===== config.mk =====
export PLATFORM = sky130hd
export DESIGN_NAME = nibble_red_seq
export DESIGN_NICKNAME = d
export VERILOG_FILES = /design/src/rtl/nibble_red_seq.sv
export SDC_FILE = /design/constraint.sdc
export NUM_CORES = 1
export LEC_CHECK = 0
export ABC_AREA = 1
export CAP_MARGIN = 15
export CORE_ASPECT_RATIO = 1.5
export CORE_UTILIZATION = 40
export DETAILED_ROUTE_END_ITERATION = 7
export PLACE_DENSITY = 0.61
export SLEW_MARGIN = 20
export SYNTH_ARGS = -nofsm -noshare
export SYNTH_HDL_FRONTEND = slang
export SYNTH_SLANG_ARGS = --single-unit

===== constraint.sdc =====
create_clock -name clk -period 7.7 [get_ports clk]
set_input_delay 1.155 -clock clk [delete_from_list [all_inputs] [get_ports clk]]
set_output_delay 1.155 -clock clk [all_outputs]
set_load 0.05 [all_outputs]

===== src/rtl/nibble_red_seq.sv =====
// Nibble-pair reduction sequencer: one nibble pair per cycle through a
// 5-bit CLA, accumulated into a 16-bit two's-complement result.
//
// Ports:
//   clk, rst_n        clock, async active-low reset
//   start             request (sampled only when idle)
//   signed_mode       1: signed nibbles, 0: unsigned (latched with start)
//   A, B              16-bit operands (latched with start)
//   busy              high while not idle
//   done              one-cycle pulse when result is final
//   result            reduction result, held until next completion

module CLA_5bit (
  input  logic [4:0] a,
  input  logic [4:0] b,
  input  logic       cin,
  output logic [5:0] sum
);

  logic [4:0] g;
  logic [4:0] p;
  logic [5:0] c;

  assign g = a & b;
  assign p = a ^ b;

  // Flattened lookahead: every carry is a function of g, p and cin only.
  assign c[0] = cin;
  assign c[1] = g[0] | (p[0] & cin);
  assign c[2] = g[1] | (p[1] & g[0])
              | (p[1] & p[0] & cin);
  assign c[3] = g[2] | (p[2] & g[1])
              | (p[2] & p[1] & g[0])
              | (p[2] & p[1] & p[0] & cin);
  assign c[4] = g[3] | (p[3] & g[2])
              | (p[3] & p[2] & g[1])
              | (p[3] & p[2] & p[1] & g[0])
              | (p[3] & p[2] & p[1] & p[0] & cin);
  assign c[5] = g[4] | (p[4] & g[3])
              | (p[4] & p[3] & g[2])
              | (p[4] & p[3] & p[2] & g[1])
              | (p[4] & p[3] & p[2] & p[1] & g[0])
              | (p[4] & p[3] & p[2] & p[1] & p[0] & cin);

  assign sum = {c[5], p ^ c[4:0]};

endmodule

module nibble_red_seq (
  input  logic        clk,
  input  logic        rst_n,
  input  logic        start,
  input  logic        signed_mode,
  input  logic [15:0] A,
  input  logic [15:0] B,
  output logic        busy,
  output logic        done,
  output logic [15:0] result
);

  typedef enum logic [1:0] {
    S_IDLE,
    S_RUN,
    S_DONE
  } state_t;

  state_t      state_q;
  state_t      state_n;
  logic [15:0] a_q;
  logic [15:0] b_q;
  logic        mode_q;
  logic [15:0] acc_q;
  logic [1:0]  cnt_q;
  logic [15:0] result_q;

  logic [3:0]  a_nib;
  logic [3:0]  b_nib;
  logic [4:0]  a_ext;
  logic [4:0]  b_ext;
  logic [5:0]  sum;
  logic [15:0] pair;

  assign a_nib = a_q[{cnt_q, 2'b00} +: 4];
  assign b_nib = b_q[{cnt_q, 2'b00} +: 4];
  assign a_ext = {mode_q & a_nib[3], a_nib};
  assign b_ext = {mode_q & b_nib[3], b_nib};

  CLA_5bit u_cla (
    .a   (a_ext),
    .b   (b_ext),
    .cin (1'b0),
    .sum (sum)
  );

  // Signed pair sums fit in 5 bits (-16..14); sum[5] is a stale carry there.
  assign pair = mode_q ? {{11{sum[4]}}, sum[4:0]}
                       : {10'd0, sum};

  always_comb begin
    state_n = state_q;
    unique case (state_q)
      S_IDLE: if (start) state_n = S_RUN;
      S_RUN:  if (cnt_q == 2'd3) state_n = S_DONE;
      S_DONE: state_n = S_IDLE;
      default: state_n = S_IDLE;
    endcase
  end

  always_ff @(posedge clk or negedge rst_n) begin
    if (!rst_n) begin
      state_q <= S_IDLE;
    end else begin
      state_q <= state_n;
    end
  end

  always_ff @(posedge clk or negedge rst_n) begin
    if (!rst_n) begin
      a_q      <= '0;
      b_q      <= '0;
      mode_q   <= 1'b0;
      acc_q    <= '0;
      cnt_q    <= '0;
      result_q <= '0;
    end else begin
      unique case (state_q)
        S_IDLE: begin
          if (start) begin
            a_q    <= A;
            b_q    <= B;
            mode_q <= signed_mode;
            acc_q  <= '0;
            cnt_q  <= '0;
          end
        end
        S_RUN: begin
          acc_q <= acc_q + pair;
          cnt_q <= cnt_q + 2'd1;
          if (cnt_q == 2'd3) result_q <= acc_q + pair;
        end
        default: ;
      endcase
    end
  end

  assign busy   = (state_q != S_IDLE);
  assign done   = (state_q == S_DONE);
  assign result = result_q;

endmodule


# --- Word-level counts from Yosys, hierarchy flattened ---
# Cells that the tools add are included.
word_totals:
  reg_bits: 69
  out_inout_bits: 18
  elab_cells: 62
op_classes:
  eq_ne: 5
  addsub: 2
  mux: 8
  shift: 2
  bitwise_logic: 31
  reduce_logical: 7
op_table:
  columns: ["operator", "n"]
  rows:
  - ["$mux W16", 2]
  - ["$pmux W16 S2", 1]
  - ["$shiftx A16 B5 Y4", 2]
  - ["$and A1 B1 Y1", 18]
  - ["$add A16 B16 Y16", 1]
  - ["$or A1 B1 Y1", 10]
  - ["$xor A5 B5 Y5", 2]
  - ["$pmux W2 S2", 2]
  - ["$reduce_and A2 Y1", 4]
  - ["$mux W2", 3]
  - ["$and A5 B5 Y5", 1]
  - ["$eq A2 B2 Y1 const B", 2]
  - ["$ne A2 B2 Y1 const B", 2]
  - ["$reduce_bool A2 Y1", 2]
  - ["$add A2 B1 Y2 const B", 1]
  - ["$eq A2 B1 Y1 const B", 1]
  - ["$logic_not A2 Y1", 1]

# --- Longest topological paths before layout ---
# Gate-level depths: netlist (run 1).
logic_depth:
  depth_word: 11
  depth_mapped: 29
  depth_no_buf: 27

# --- Hierarchy ---
# From an unflattened synthesis (run 1), not the netlist that was laid out.
hier_totals:
  cells_unflattened: 466
  area_unflattened_um2: 3925.0
modules_own_cells:
  columns: ["module", "n_inst", "area_each_um2", "cells_each", "seq_area_each_um2"]
  rows:
  - ["nibble_red_seq", 1, 3707.3, 431, 1726.7]
  - ["CLA_5bit", 1, 217.7, 35, 0.0]

# --- Worst setup path before layout (run 1) ---
# No wires, ideal clock.
synth_path:
  path_kind: "register to register"
  from: "register cnt_q[0]"
  to: "register result_q[15], in the netlist result[15]"
  arrival_ns: 3.397
  slack_ns: 4.185
  stages_incl_launch_ff: 26
  setup_ns: 0.118
  path_buffers: 3
  path_cell_list: "dfrtp_1 > clkbuf_1 > inv_1 > clkbuf_1 > o21ai_0 > o22ai_1 > ha_1 > nand2_1 > nand2_1 > nand2_2 > nand3_2 > buf_4 > nand2_1 > inv_1 > ha_1 > nand2_1 > o211ai_1 > nand2_1 > nand3b_1 > nand2_1 > nor2_4 > nand2_2 > nand2_1 > nand2_1 > nand3_1 > nand2_1"
synth_via:
  elab_chain_len: 10
  word_cells_on_any_way: 37
  cone_classes: "add/sub: 1; eq/ne: 1; shift: 2; mux: 1; bitwise: 31; reduce/logical: 1"
synth_rtl:
  columns: ["item", "line_no", "text"]
  rows:
  - ["from (decl)", "73", "logic [1:0] cnt_q;"]
  - ["from (signal assigned)", "138", "cnt_q <= cnt_q + 2'd1;"]
  - ["$shiftx A16 B5 Y4, on equally long branches", "83, 84", null]
  - ["$and A1 B1 Y1, on equally long branches", "85, 86", null]
  - ["$xor A5 B5 Y5", "25", "assign p = a ^ b;"]
  - ["$and A1 B1 Y1, on equally long branches", null, null]
  - ["$or A1 B1 Y1, or another cell as far along", "39", "assign c[5] = g[4] | (p[4] & g[3])"]
  - ["$or A1 B1 Y1, or another cell as far along", "40", "| (p[4] & p[3] & g[2])"]
  - ["$or A1 B1 Y1 or $and A1 B1 Y1 (tied branches)", "41, 42", null]
  - ["$or A1 B1 Y1", "42", "| (p[4] & p[3] & p[2] & p[1] & g[0])"]
  - ["$mux W16", "96", "assign pair = mode_q ? {{11{sum[4]}}, sum[4:0]}"]
  - ["$add A16 B16 Y16", "139", "if (cnt_q == 2'd3) result_q <= acc_q + pair;"]
  - ["to (signal assigned)", "139", null]
  - ["to (decl)", "74", "logic [15:0] result_q;"]
# Several ways; a longest one is shown, not always the timed one.
# A chain may end at the register's enable or synchronous reset.

# --- Worst setup path after layout (run 1) ---
layout_path:
  from: "register cnt_q[0]"
  to: "register acc_q[15]"
layout_via:
  elab_chain_len: 11
  word_cells_on_any_way: 36
  cone_classes: "add/sub: 1; shift: 2; mux: 2; bitwise: 31"
layout_rtl:
  columns: ["item", "line_no", "text"]
  rows:
  - ["$shiftx A16 B5 Y4, on equally long branches", "83, 84", null]
  - ["$and A1 B1 Y1, on equally long branches", "85, 86", null]
  - ["$xor A5 B5 Y5", "25", null]
  - ["$and A1 B1 Y1, on equally long branches", null, null]
  - ["$or A1 B1 Y1, or another cell as far along", "39", null]
  - ["$or A1 B1 Y1, or another cell as far along", "40", null]
  - ["$or A1 B1 Y1 or $and A1 B1 Y1 (tied branches)", "41, 42", null]
  - ["$or A1 B1 Y1", "42", null]
  - ["$mux W16 (*)", "96", null]
  - ["$add A16 B16 Y16 (*)", "137", "acc_q <= acc_q + pair;"]
  - ["$pmux W16 S2 (*)", "126", "unique case (state_q)"]
  - ["to (signal assigned)", "137", null]
  - ["to (decl)", "72", "logic [15:0] acc_q;"]
# Every way passes the cells marked *; elsewhere a longest branch is shown, timed or not.

==> key figures, run 1 <==
Timing
  – Relative slew slack: 0.4090
  – Final period utilization: 0.5613
  – RSZ-0062 raised after global routing: no
  – Final hold vios: 0
  – Setup violations, final: 0
  – Max Clk Rate: 231.4 MHz
  – PnR worst setup slack: 3378 ps
  – Minimum clock period: 4322 ps
  – Clock Skew: 6.485 ps
  – Setup TNS: 0 ps
  – Final Slew Violations: 0
  – Worst slew pin tran: 881.0 ps

Floorplan
  – Die width: 82.27 um
  – Total Die Area: 10,070 um2
  – Starting Density: 0.4154
  – Core ar.: 9308 um2
  – DIE HEIGHT: 122.4 um
  – I/O pin count: 54
  – Row Count: 43

CTS
  – Clock latency on the worst-skew pair: 330 ps
  – Setup bufs post-CTS: 0
  – Hold buffers post-CTS: 0
  – Clock transition at path regs: 50 ps
  – Post-CTS resize count: 0
  – Clock Tree Root: clkbuf_16
  – CTS Buffer Depth: 2
  – H-tree depth: 3
  – Clock buffers created by TritonCTS: 9
  – TritonCTS clock tree: done
  – Clock sinks: 69

Worst setup path
  – Arrival @ worst endpoint: 4540 ps
  – Crit Path Category: flip-flop to flip-flop
  – Slowest stage delay, CP: 680 ps
  – Cell repeated most along the worst path: nand2_1
  – Crit-path cells: inv_1 -> o21ai_0 -> nand2_1 -> ha_1 -> or2_1 -> nand2_2 -> nand3_2 -> nand2_1 -> inv_1 -> ha_1 -> nand2_1 -> o211ai_1 -> nand2_1 -> nand3b_1 -> nand2_1 -> nor2_4 -> nand2_2 -> nand2_1 -> nand2_1 -> nand3_1 -> nand2_1
  – CP Max Fanout: 20
  – Crit end category: flip-flop
  – CP bufs+invs: 2
  – Crit path launch type: flip-flop
  – Top delay family on crit path: simple AND/OR/NAND/NOR gates
  – WP data required: 7920 ps
  – Slowest stage cell on the critical path: dfrtp_1

GRT
  – Grt ovf: 0
  – Tot GR Track Use: 0.2186
  – Vias in the first global route: 3,578
  – First-pass GRT wire length: 16,270 um
  – Initial antenna violation count: 0
  – Pin count of the biggest net entering global routing: 70

Placement
  – Setup Slack @ Placement: 3435 ps
  – Hpwl dp: 6920 um
  – Port Buffers: 53
  – RD Place Congestion: 0.9367

Synth
  – Number of enable flip-flop cells after synthesis: 0
  – Synthesized area: 3866 um2
  – Syn Inst Count: 497
  – Main synth FF type: dfrtp_1
  – #FFs+latches synth: 69
  – Mapped Avg Cell Area: 7.779 um2
  – Async set or reset register ratio after synthesis: 1.000
  – Synth Net Count: 547
  – Synth unique cells: 36
  – Ys Warns: 0
  – Post-synthesis sequential area ratio: 0.4466

Layout
  – Proportion of layout cells with a drive suffix above 1: 0.09818
  – Finished Core Util: 0.5130
  – Most common cell after layout, fill and taps aside: nand2_1
  – Most frequent cells in the layout: nand2_1, dfrtp_1, clkdlybuf4s50_1
  – N_diodes: 0
  – Total of fill cells in the finished design: 951
  – Final net count: 597
  – Layout area overhead: 23.50%

Run
  – Max Cap Viol: 0

Detailed routing
  – Antenna-violating nets left: 0
  – Wirelength, routed: 9533 um
  – DRT iter0 DRCs: 148
  – DR WL/cell: 14.40 um
  – Vias/cell: 5.160
  – Vias: 3,416
  – Drt drc: 0
  – DR pass1 iterations: 4

Worst hold path
  – Hold WC Path Type: flip-flop to flip-flop

Outcome
  – Outcome: finished clean
[worst min-delay path: stages, from the launching register on]
cell and delay, ps:
dfrtp_1 340, nand2_1 50, nand2_1 50
[layer usage]
metal	global-route usage	vias up	wire length [um]
met5	0	-	0
met4	0.1393	0	446
met3	0.04833	31	335
met2	0.3786	89	5064
met1	0.2335	1593	3687
li1	-	1703	-
[registers in the layout (all words and copies together) (netlist names)]
signal and flops:
mode_q 1, result 16, b_q 16, a_q 16, state_q 2, acc_q 16
cnt_q 2
[cells in the mapped netlist (6+ instances only)]
cell type,count,area share
nand2_2,17,0.028
nor2_1,27,0.026
xor2_1,7,0.016
o21ai_0,29,0.038
inv_2,6,0.0058
nand2_1,193,0.19
ha_1,12,0.039
inv_1,32,0.031
clkbuf_1,14,0.014
nand4_1,14,0.023
dfrtp_1,69,0.45
nand3_1,17,0.022
o22ai_1,8,0.013
a21oi_1,8,0.010
[path summary, 6_finish.rpt]
check	from	slack [ps]	depth (start not counted)	endpoint
worst min-delay path	b_q[6]	470	2	b_q[6]
worst max-delay path	cnt_q[0]	3380	21	acc_q[15]
max in group asynchronous	rst_n	6090	2	result[14]
min in group asynchronous	rst_n	1010	2	result[10]
worst max register to register	cnt_q[0]	3380	21	acc_q[15]
worst min register to register	b_q[6]	470	2	b_q[6]
[metrics by stage]
step                      hold slack, ps  instance area, um2  instances
final                              473.0                4775        662
after global routing               493.3                4775        662
after CTS                          479.1                4775        662
after detailed placement           464.3                4474        648
after global placement             460.5                4474        648
after floorplan                    443.6                3866        497
[cell type report]
type	count	area [um2]	area share
Multi-Input combinational cell	371	1906	0.3991
Sequential cell	69	1727	0.3616
Tap cell	112	140.1	0.02935
Clock inverter	1	30.03	0.006289
Timing Repair Buffer	57	555.5	0.1164
Inverter	39	146.4	0.03066
Clock buffer	13	270.3	0.05660
[cell families (layout without fill, tap and decap cells)]
kind of cell / count (synthesis) / in the layout / synth area share
AOI/OAI and AO/OA: 61 / 61 / 0.09386
xor gates and xnor gates: 12 / 12 / 0.02718
adders and majority gates: 14 / 14 / 0.04919
buffers and inverters: 57 / 110 / 0.06052
DFF: 69 / 69 / 0.4466
and+or+nand+nor: 284 / 284 / 0.3227
Power of run 1 is not shown: default switching activity piles up to over one toggle a cycle in this logic, so the estimate is an artifact.
==> run 2: changes to the inputs <==
- PLACE_DENSITY: 0.61 -> 0.64
- clock period: 7.7 -> 3.83 ns (I/O delays scaled with it)
==> key figures, run 2 (synthesized netlist as in run 1, its figures left out) <==
Layout
  – Design area: 4910 um2
  – Final net count: 608
  – Total of fill cells in the finished design: 915
  – Proportion of layout cells with a drive suffix above 1: 0.1317
  – N_diodes: 0
  – Sequential cell area: 1728 um2
  – Most common cell after layout, fill and taps aside: nand2_1
  – Area occupied by multi-input gates: 1938 um2
  – Most frequent cells in the layout: nand2_1, dfrtp_1, clkdlybuf4s50_1
  – Layout area overhead: 26.99%

CTS
  – Clock latency on the worst-skew pair: 340 ps
  – Clock sinks: 69
  – TritonCTS clock tree: done
  – Clock transition at path regs: 60 ps
  – Hold buffers post-CTS: 0
  – CTS Buffer Depth: 2
  – H-tree depth: 3
  – Clock buffers created by TritonCTS: 9
  – Clock Tree Root: clkbuf_16

Floorplan
  – Die width: 82.27 um
  – I/O pin count: 54
  – Starting Density: 0.4154
  – Row Count: 43
  – Total Die Area: 10,070 um2
  – Core ar.: 9308 um2
  – DIE HEIGHT: 122.4 um

GRT
  – Vias in the first global route: 3,449
  – Pin count of the biggest net entering global routing: 46
  – First-pass GRT wire length: 15,580 um
  – Tot GR Track Use: 0.2071
  – Initial antenna violation count: 0
  – Grt ovf: 0

Worst setup path
  – Reg2reg start: cnt_q[1]
  – Worst Reg-to-Reg Cells: 19
  – Arrival @ worst endpoint: 3780 ps
  – Critical Path Start: cnt_q[1]
  – Crit path launch type: flip-flop
  – Setup slack, reg-to-reg: 270 ps
  – WP data required: 4050 ps
  – Crit Path Category: flip-flop to flip-flop
  – Crit end category: flip-flop
  – R2r endpoint: acc_q[15]
  – CP Max Fanout: 11
  – Critical Path Sink: acc_q[15]

Timing
  – Worst slew pin tran: 639.8 ps
  – Max Clk Rate: 281.1 MHz
  – Setup violations, final: 0
  – Worst hold slack: 213.3 ps
  – Setup TNS: 0 ps
  – Clock Skew: 4.303 ps
  – Final period utilization: 0.9288
  – Relative slew slack: 0.5730
  – Final hold vios: 0
  – Final Slew Violations: 0
  – Minimum clock period: 3557 ps

Worst hold path
  – Hold WC Path Type: input port to async pin

Outcome
  – Outcome: finished clean

Detailed routing
  – Wirelength, routed: 9311 um
  – Antenna-violating nets left: 0
  – Vias: 3,474
  – Drt drc: 0
  – DR WL/cell: 13.81 um
  – DR pass1 iterations: 4
  – DRT iter0 DRCs: 165
  – Vias/cell: 5.154

Placement
  – Hpwl dp: 6780 um
  – RD Place Congestion: 0.8914
  – Port Buffers: 53
  – DP Area: 4497 um2

Run
  – Max Cap Viol: 0
[run 2: changes by cell type in the layout (fill, tap and decap cells not counted), sizes merged]
cell      before  now
buf            5   15
clkbuf        13    9
clkinvlp       0    4
clkinv         1    3
bufinv         1    2
inv           38   37
[run 2: timing repair]
item,4_1_cts,5_1_grt
buffers inserted,0,7
resized for setup,0,10
setup endpoints to repair,0,18
[run 2: how the worst min path moves through the flow]
| stage | to | slack, ps | from |
|---|---|---|---|
| after detailed placement | b_q[3] | 460 | b_q[3] |
| after floorplan | a_q[0] | 280 | rst_n |
| after global routing | result[7] | 270 | rst_n |
| after global placement | b_q[10] | 460 | b_q[10] |
| after CTS | result[7] | 230 | rst_n |
| final | result[10] | 210 | rst_n |
[run 2: area by class of cell]
| type | instances | area share |
|---|---|---|
| Clock inverter | 6 | 0.01809 |
| Tap cell | 112 | 0.02854 |
| Timing Repair Buffer | 67 | 0.1292 |
| Sequential cell | 69 | 0.3519 |
| Inverter | 39 | 0.03058 |
| Clock buffer | 9 | 0.04587 |
| Timing Repair inverter | 1 | 0.001019 |
| Multi-Input combinational cell | 371 | 0.3948 |
[run 2: routing by layer]
| metal | wire length (um) | global-route usage | share of wire |
|---|---|---|---|
| met1 | 3627 | 0.2251 | 0.39 |
| met2 | 4935 | 0.3543 | 0.53 |
| met3 | 312 | 0.04610 | 0.034 |
| met4 | 436 | 0.1316 | 0.047 |
| met5 | 0 | 0 | 0 |
[run 2: critical path, stage by stage, from the launching register on]
cell and delay, ps:
dfrtp_1 460, inv_2 200, o21ai_0 130, o22ai_1 210, ha_1 240, inv_1 60, fa_1 380, xnor2_1 140
ha_1 410, a21oi_1 130, o211ai_1 330, nand2_1 80, nand3b_1 110, nand2_2 100, nor2_4 160, nand2_2 70
nand2_1 60, nand2_1 60, nand3_1 70, nand2_1 60
[run 2: metrics by stage]
step                      instances    util  setup WS, ps
final                           674  0.5275         272.7
after global routing            674  0.5275        -19.37
after CTS                       666  0.5169         97.85
after detailed placement        651  0.4831         108.6
after global placement          651  0.4831         217.1
after floorplan                 497       -         315.3
Power of run 2 is left out for the same reason.
